--- config.mk ---
export PLATFORM = sky130hd
export DESIGN_NAME = fp_div_iter
export DESIGN_NICKNAME = d
export VERILOG_FILES = /design/src/rtl/fp_div_iter.sv
export SDC_FILE = /design/constraint.sdc
export NUM_CORES = 1
export LEC_CHECK = 0
export ABC_AREA = 1
export CAP_MARGIN = 5
export CORE_ASPECT_RATIO = 0.7
export CORE_UTILIZATION = 30
export DETAILED_ROUTE_END_ITERATION = 10
export PLACE_DENSITY = 0.52
export SYNTH_ARGS = -nofsm -noshare
export SYNTH_HDL_FRONTEND = slang
export SYNTH_SLANG_ARGS = --single-unit
export TNS_END_PERCENT = 5
--- constraint.sdc ---
create_clock -name clk -period 9.76 [get_ports clk]
set_input_delay 2.44 -clock clk [delete_from_list [all_inputs] [get_ports clk]]
set_output_delay 2.44 -clock clk [all_outputs]
set_load 0.01 [all_outputs]
--- src/rtl/fp_div_iter.sv ---
// Iterative IEEE-754 divider: radix-2 restoring mantissa division, round-to-nearest-even,
// flush-to-zero on subnormals, valid/ready handshake and IEEE status flags.
module fp_div_iter #(
  parameter int EXP_W = 8,
  parameter int MAN_W = 23,
  localparam int W = EXP_W + MAN_W + 1
) (
  input  logic         clk,
  input  logic         RST,
  input  logic         in_valid,
  output logic         in_ready,
  input  logic [W-1:0] a,
  input  logic [W-1:0] b,
  output logic         out_valid,
  input  logic         out_ready,
  output logic [W-1:0] result,
  output logic         overflow,
  output logic         underflow,
  output logic         invalid,
  output logic         div_by_zero,
  output logic         inexact,
  output logic         busy
);
  localparam int CNT_W = $clog2(MAN_W + 4);
  localparam logic [EXP_W+1:0] BIAS  = (EXP_W+2)'((1 << (EXP_W - 1)) - 1);
  localparam logic [EXP_W+1:0] E_MAX = (EXP_W+2)'((1 << EXP_W) - 1);
  localparam logic [EXP_W+1:0] E_ONE = (EXP_W+2)'(1);
  localparam logic [W-1:0]     QNAN  = {1'b0, {EXP_W{1'b1}}, 1'b1, {(MAN_W-1){1'b0}}};

  typedef enum logic [2:0] {IDLE, CLASSIFY, DIV, ROUND, DONE} state_t;
  state_t state, state_nx;

  logic [W-1:0]     a_r, b_r;
  logic [EXP_W+1:0] e_r;
  logic [MAN_W+1:0] rem_r;
  logic [MAN_W:0]   d_r;
  logic [MAN_W+2:0] q_r;
  logic [CNT_W-1:0] cnt_r;
  logic [4:0]       flags_r;

  logic             sa, sb, sgn;
  logic [EXP_W-1:0] ea, eb;
  logic [MAN_W-1:0] ma, mb;
  logic             a_zero, b_zero, a_inf, b_inf, a_nan, b_nan, special;
  logic [W-1:0]     inf_v, zero_v, spec_res, rnd_res;
  logic [4:0]       spec_fl, rnd_fl;

  logic [MAN_W+2:0] qn;
  logic [EXP_W+1:0] e_adj, e_fin;
  logic [MAN_W+1:0] sum;
  logic [MAN_W-1:0] mant_f;
  logic             g, r, sticky, inc, ovf, unf;
  logic             geq;
  logic [MAN_W:0]   diff;

  assign {sa, ea, ma} = a_r;
  assign {sb, eb, mb} = b_r;
  assign sgn    = sa ^ sb;
  assign inf_v  = {sgn, {EXP_W{1'b1}}, {MAN_W{1'b0}}};
  assign zero_v = {sgn, {(W-1){1'b0}}};

  assign in_ready  = (state == IDLE);
  assign out_valid = (state == DONE);
  assign busy      = (state != IDLE);
  assign {overflow, underflow, invalid, div_by_zero, inexact} = flags_r;

  // Subnormals (exp == 0) are treated as zero.
  always_comb begin
    a_zero   = (ea == '0);
    b_zero   = (eb == '0);
    a_inf    = (ea == '1) && (ma == '0);
    b_inf    = (eb == '1) && (mb == '0);
    a_nan    = (ea == '1) && (ma != '0);
    b_nan    = (eb == '1) && (mb != '0);
    special  = 1'b1;
    spec_res = '0;
    spec_fl  = '0;
    if (a_nan || b_nan || (a_zero && b_zero) || (a_inf && b_inf)) begin
      spec_res = QNAN;
      spec_fl  = 5'b00100;
    end else if (a_inf) begin
      spec_res = inf_v;
    end else if (b_zero) begin
      spec_res = inf_v;
      spec_fl  = 5'b00010;
    end else if (a_zero || b_inf) begin
      spec_res = zero_v;
    end else begin
      special = 1'b0;
    end
  end

  assign geq  = (rem_r >= {1'b0, d_r});
  assign diff = rem_r[MAN_W:0] - d_r;

  // After a left normalise the round bit is zero; the next quotient bit lives in rem, so sticky covers it.
  always_comb begin
    qn    = q_r;
    e_adj = e_r;
    if (!q_r[MAN_W+2]) begin
      qn    = {q_r[MAN_W+1:0], 1'b0};
      e_adj = e_r - E_ONE;
    end
    g      = qn[1];
    r      = qn[0];
    sticky = |rem_r;
    inc    = g & (r | sticky | qn[2]);
    sum    = {1'b0, qn[MAN_W+2:2]} + {{(MAN_W+1){1'b0}}, inc};
    mant_f = sum[MAN_W-1:0];
    e_fin  = e_adj;
    if (sum[MAN_W+1]) begin
      mant_f = sum[MAN_W:1];
      e_fin  = e_adj + E_ONE;
    end
    ovf = !e_fin[EXP_W+1] && (e_fin >= E_MAX);
    unf = e_fin[EXP_W+1] || (e_fin == '0);
    rnd_res = {sgn, e_fin[EXP_W-1:0], mant_f};
    rnd_fl  = {4'b0000, g | r | sticky};
    if (ovf) begin
      rnd_res = inf_v;
      rnd_fl  = 5'b10001;
    end else if (unf) begin
      rnd_res = zero_v;
      rnd_fl  = 5'b01001;
    end
  end

  always_ff @(posedge clk or posedge RST) begin
    if (RST) state <= IDLE;
    else     state <= state_nx;
  end

  always_comb begin
    state_nx = state;
    case (state)
      IDLE:     if (in_valid) state_nx = CLASSIFY;
      CLASSIFY: state_nx = special ? DONE : DIV;
      DIV:      if (cnt_r == CNT_W'(1)) state_nx = ROUND;
      ROUND:    state_nx = DONE;
      DONE:     if (out_ready) state_nx = IDLE;
      default:  state_nx = IDLE;
    endcase
  end

  always_ff @(posedge clk or posedge RST) begin
    if (RST) begin
      a_r     <= '0;
      b_r     <= '0;
      e_r     <= '0;
      rem_r   <= '0;
      d_r     <= '0;
      q_r     <= '0;
      cnt_r   <= '0;
      result  <= '0;
      flags_r <= '0;
    end else begin
      case (state)
        IDLE: begin
          if (in_valid) begin
            a_r     <= a;
            b_r     <= b;
            flags_r <= '0;
          end
        end
        CLASSIFY: begin
          if (special) begin
            result  <= spec_res;
            flags_r <= spec_fl;
          end else begin
            rem_r <= {2'b01, ma};
            d_r   <= {1'b1, mb};
            e_r   <= {2'b00, ea} - {2'b00, eb} + BIAS;
            q_r   <= '0;
            cnt_r <= CNT_W'(MAN_W + 3);
          end
        end
        DIV: begin
          if (geq) begin
            rem_r <= {diff, 1'b0};
            q_r   <= {q_r[MAN_W+1:0], 1'b1};
          end else begin
            rem_r <= {rem_r[MAN_W:0], 1'b0};
            q_r   <= {q_r[MAN_W+1:0], 1'b0};
          end
          cnt_r <= cnt_r - CNT_W'(1);
        end
        ROUND: begin
          result  <= rnd_res;
          flags_r <= rnd_fl;
        end
        default: ;
      endcase
    end
  end
endmodule
==> results.json <==
{
  "status": "finished, final reports clean",
  "critical_path.max_fanout": 5,
  "initial_core_util_pct": 30.4,
  "drt_iter0_markers": 713,
  "io_buffer_count": 107,
  "fillers": 4026,
  "dp_hpwl_mm": 24.6,
  "antenna_found_initial": 0,
  "rows": 60,
  "cpPeakStageDelay_ns": 0.55,
  "final_layout_size_suffix_gt1_share_pct": 7.82,
  "syn_nets": 1609,
  "slew_headroom_pct": 31.6,
  "cts_max_level": 4,
  "setup-tns-final_ns": 0,
  "via_per_inst": 4.81,
  "post_cts_resized": 0,
  "timing.fmax_mhz": 236,
  "critPathBufInv": 2,
  "grt_pass1_vias": 9704,
  "reg2reg_from": "q_r[25]",
  "yosysWarnings": 0,
  "cts_hold_repair.buffers": 0,
  "mostFrequentLayoutCell": "nand2_1",
  "synth-edff-count": 0,
  "final_nets": 1693,
  "min_path_type": "reg2reg",
  "path_clk_slew_ns": 0.08,
  "final_cell_area_mm2": 0.0138,
  "drv_slew": 0,
  "syn-mean-instance-area_um2": 7.78,
  "ir_worst_vdd_uv": 226,
  "rrSetupSlack_ns": 5.88,
  "worstHoldStart": "d_r[23]",
  "rsz0062_at_grt": "false",
  "rr_endpoint": "result[5]",
  "wl_mm": 32.7,
  "post_cts_buffers": 0,
  "num_antenna_cells": 0,
  "arrival_ns": 1.80,
  "postRouteAntennaNets": 0,
  "overflow": 0,
  "fin_skew_ns": 0.0129,
  "p_leak_nw": 6.38,
  "wl_per_cell_um": 15.4,
  "boundaryPins": 108,
  "drc": 0,
  "cts_tree": "yes",
  "cp-start-kind": "register",
  "root_buffer": "clkbuf_16",
  "grt_pass1_wl_mm": 52.9,
  "finish.utilization_pct": 36.1,
  "grt_usage_pct": 17.0,
  "endpoint_kind": "output port",
  "async_flop_share_pct": 100,
  "setup.worst_path.class": "reg2out",
  "finalPower_mw": 4.71,
  "ys_ff_latch": 194,
  "clock_path_buffers": 2,
  "synth.area.top_cells": "dfrtp_1 (42%), nand2_1 (11%), inv_1 (6.2%)",
  "ys_seq_area_share_pct": 41.6,
  "clkLatencyLatePin_ns": 0.46,
  "vias": 10200,
  "core_mm2": 0.0384,
  "die_y_um": 167,
  "power.density_mw_per_mm2": 340,
  "crit_required_ns": 7.32,
  "hold_path_depth": 2,
  "dominantRegCellSynth": "dfrtp_1",
  "yosysTopAreaCell": "dfrtp_1",
  "ff2ff_path_depth": 17,
  "numCtsBuffers": 17,
  "finalSetupViolCount": 0,
  "numClockSinks": 194,
  "worstMarginPinSlew_ns": 1.02,
  "synthCells": 1501,
  "dieArea_mm2": 0.0397,
  "place_area_mm2": 0.0132,
  "multi_input_area_mm2": 0.00582,
  "cp_slowest_cell": "clkdlybuf4s50_1",
  "period_share_pct": 43.4,
  "grt_max_degree": 129,
  "syn_to_final_growth_pct": 18.6,
  "holdPathEnd": "d_r[23]",
  "most-common-layout-cells": "nand2_1 (346), dfrtp_1 (194), inv_1 (192), nor2_1 (142), clkdlybuf4s50_1 (107)",
  "seq_area_mm2": 0.00485,
  "synth_cell_types": 55,
  "finalHoldViolCount": 0,
  "max-cap-violations": 0,
  "dr.pass1.iters": 5,
  "die_x_um": 238,
  "crit_family": "buffers and inverters",
  "path_cells": "nor2_1 -> nand2_1 -> inv_1 -> clkdlybuf4s50_1",
  "min_period_ns": 4.24,
  "netlist_area_mm2": 0.0117,
  "synth.top_cell.area_share_pct": 41.6,
  "place_congestion": 0.916
}
[worst reg2reg max path: cells and delay by family (launching register included)]
family                     cells  cell delay (ns)
AOI/OAI and AO/OA              1             0.16
adders and majority gates      1             0.25
buffers and inverters          4             0.86
DFF                            1             0.88
and+or+nand+nor               11             1.69
[kinds of logic after synthesis]
family	Yosys count	synth area share, %
AND/OR/NAND/NOR	659	25.0
multiplexers	32	3.09
buffers and inverters	252	8.69
AO/OA/AOI/OAI	279	13.9
flip-flops	194	41.6
XOR/XNOR	45	3.38
adder cells (fa/ha/maj)	40	4.42
[final cells by class]
class	instances	share of cell area (%)
inverters	202	5.57
clock inverters	15	1.33
clock buffers	17	3.07
flip-flops and latches	194	35.1
multi-input cells	1055	42.0
well taps	527	4.76
repair buffers	115	8.17
[routing by layer]
| metal | up-vias | GRT usage (%) | share of wire (%) |
|---|---|---|---|
| met5 | - | 0 | 0 |
| met4 | 0 | 5.44 | 1.9 |
| met3 | 30 | 2.92 | 4.9 |
| met2 | 261 | 23.0 | 39 |
| met1 | 4827 | 26.7 | 54 |
| li1 | 5106 | - | - |
[worst max path at each step]
stage | from | to | slack [ns] | cells past startpoint
detailed placement | RST | cnt_r[4] | 5.09 | 3
CTS | state[1] | in_ready | 5.49 | 4
floorplan | RST | a_r[0] | 2.04 | 1
finish | state[1] | in_ready | 5.52 | 4
global placement | RST | a_r[31] | 5.14 | 3
global route | RST | result[31] | 5.38 | 3
[Yosys cell counts (24+ instances only)]
master,number
nand2_1,347
dfrtp_1,194
inv_1,193
nor2_1,142
a21oi_1,80
o21ai_0,75
nand3_1,66
ha_1,38
clkbuf_1,34
xor2_1,33
mux2_2,32
o21ai_1,30
o22ai_1,27
nand4_1,24
[state kept, by name, summed over array words and instances (netlist names)]
signal	count
a_r	32
b_r	32
result	32
q_r	26
rem_r	25
d_r	24
e_r	10
cnt_r	5
flags_r	5
state	3
[metrics by stage]
stage | worst slack, ns | cells | hold slack (ns)
CTS | 5.49 | 2125 | 0.474
global placement | 5.14 | 2093 | 0.446
global route | 5.38 | 2125 | 0.506
floorplan | 2.04 | 1501 | 0.426
detailed placement | 5.09 | 2093 | 0.453
finish | 5.52 | 2125 | 0.464
[power by group]
group | switching [mW] | internal (mW)
Combinational | 1.67 | 0.959
Sequential | 0.229 | 1.12
Clock | 0.369 | 0.371
Power figures use the tool's default switching activity.
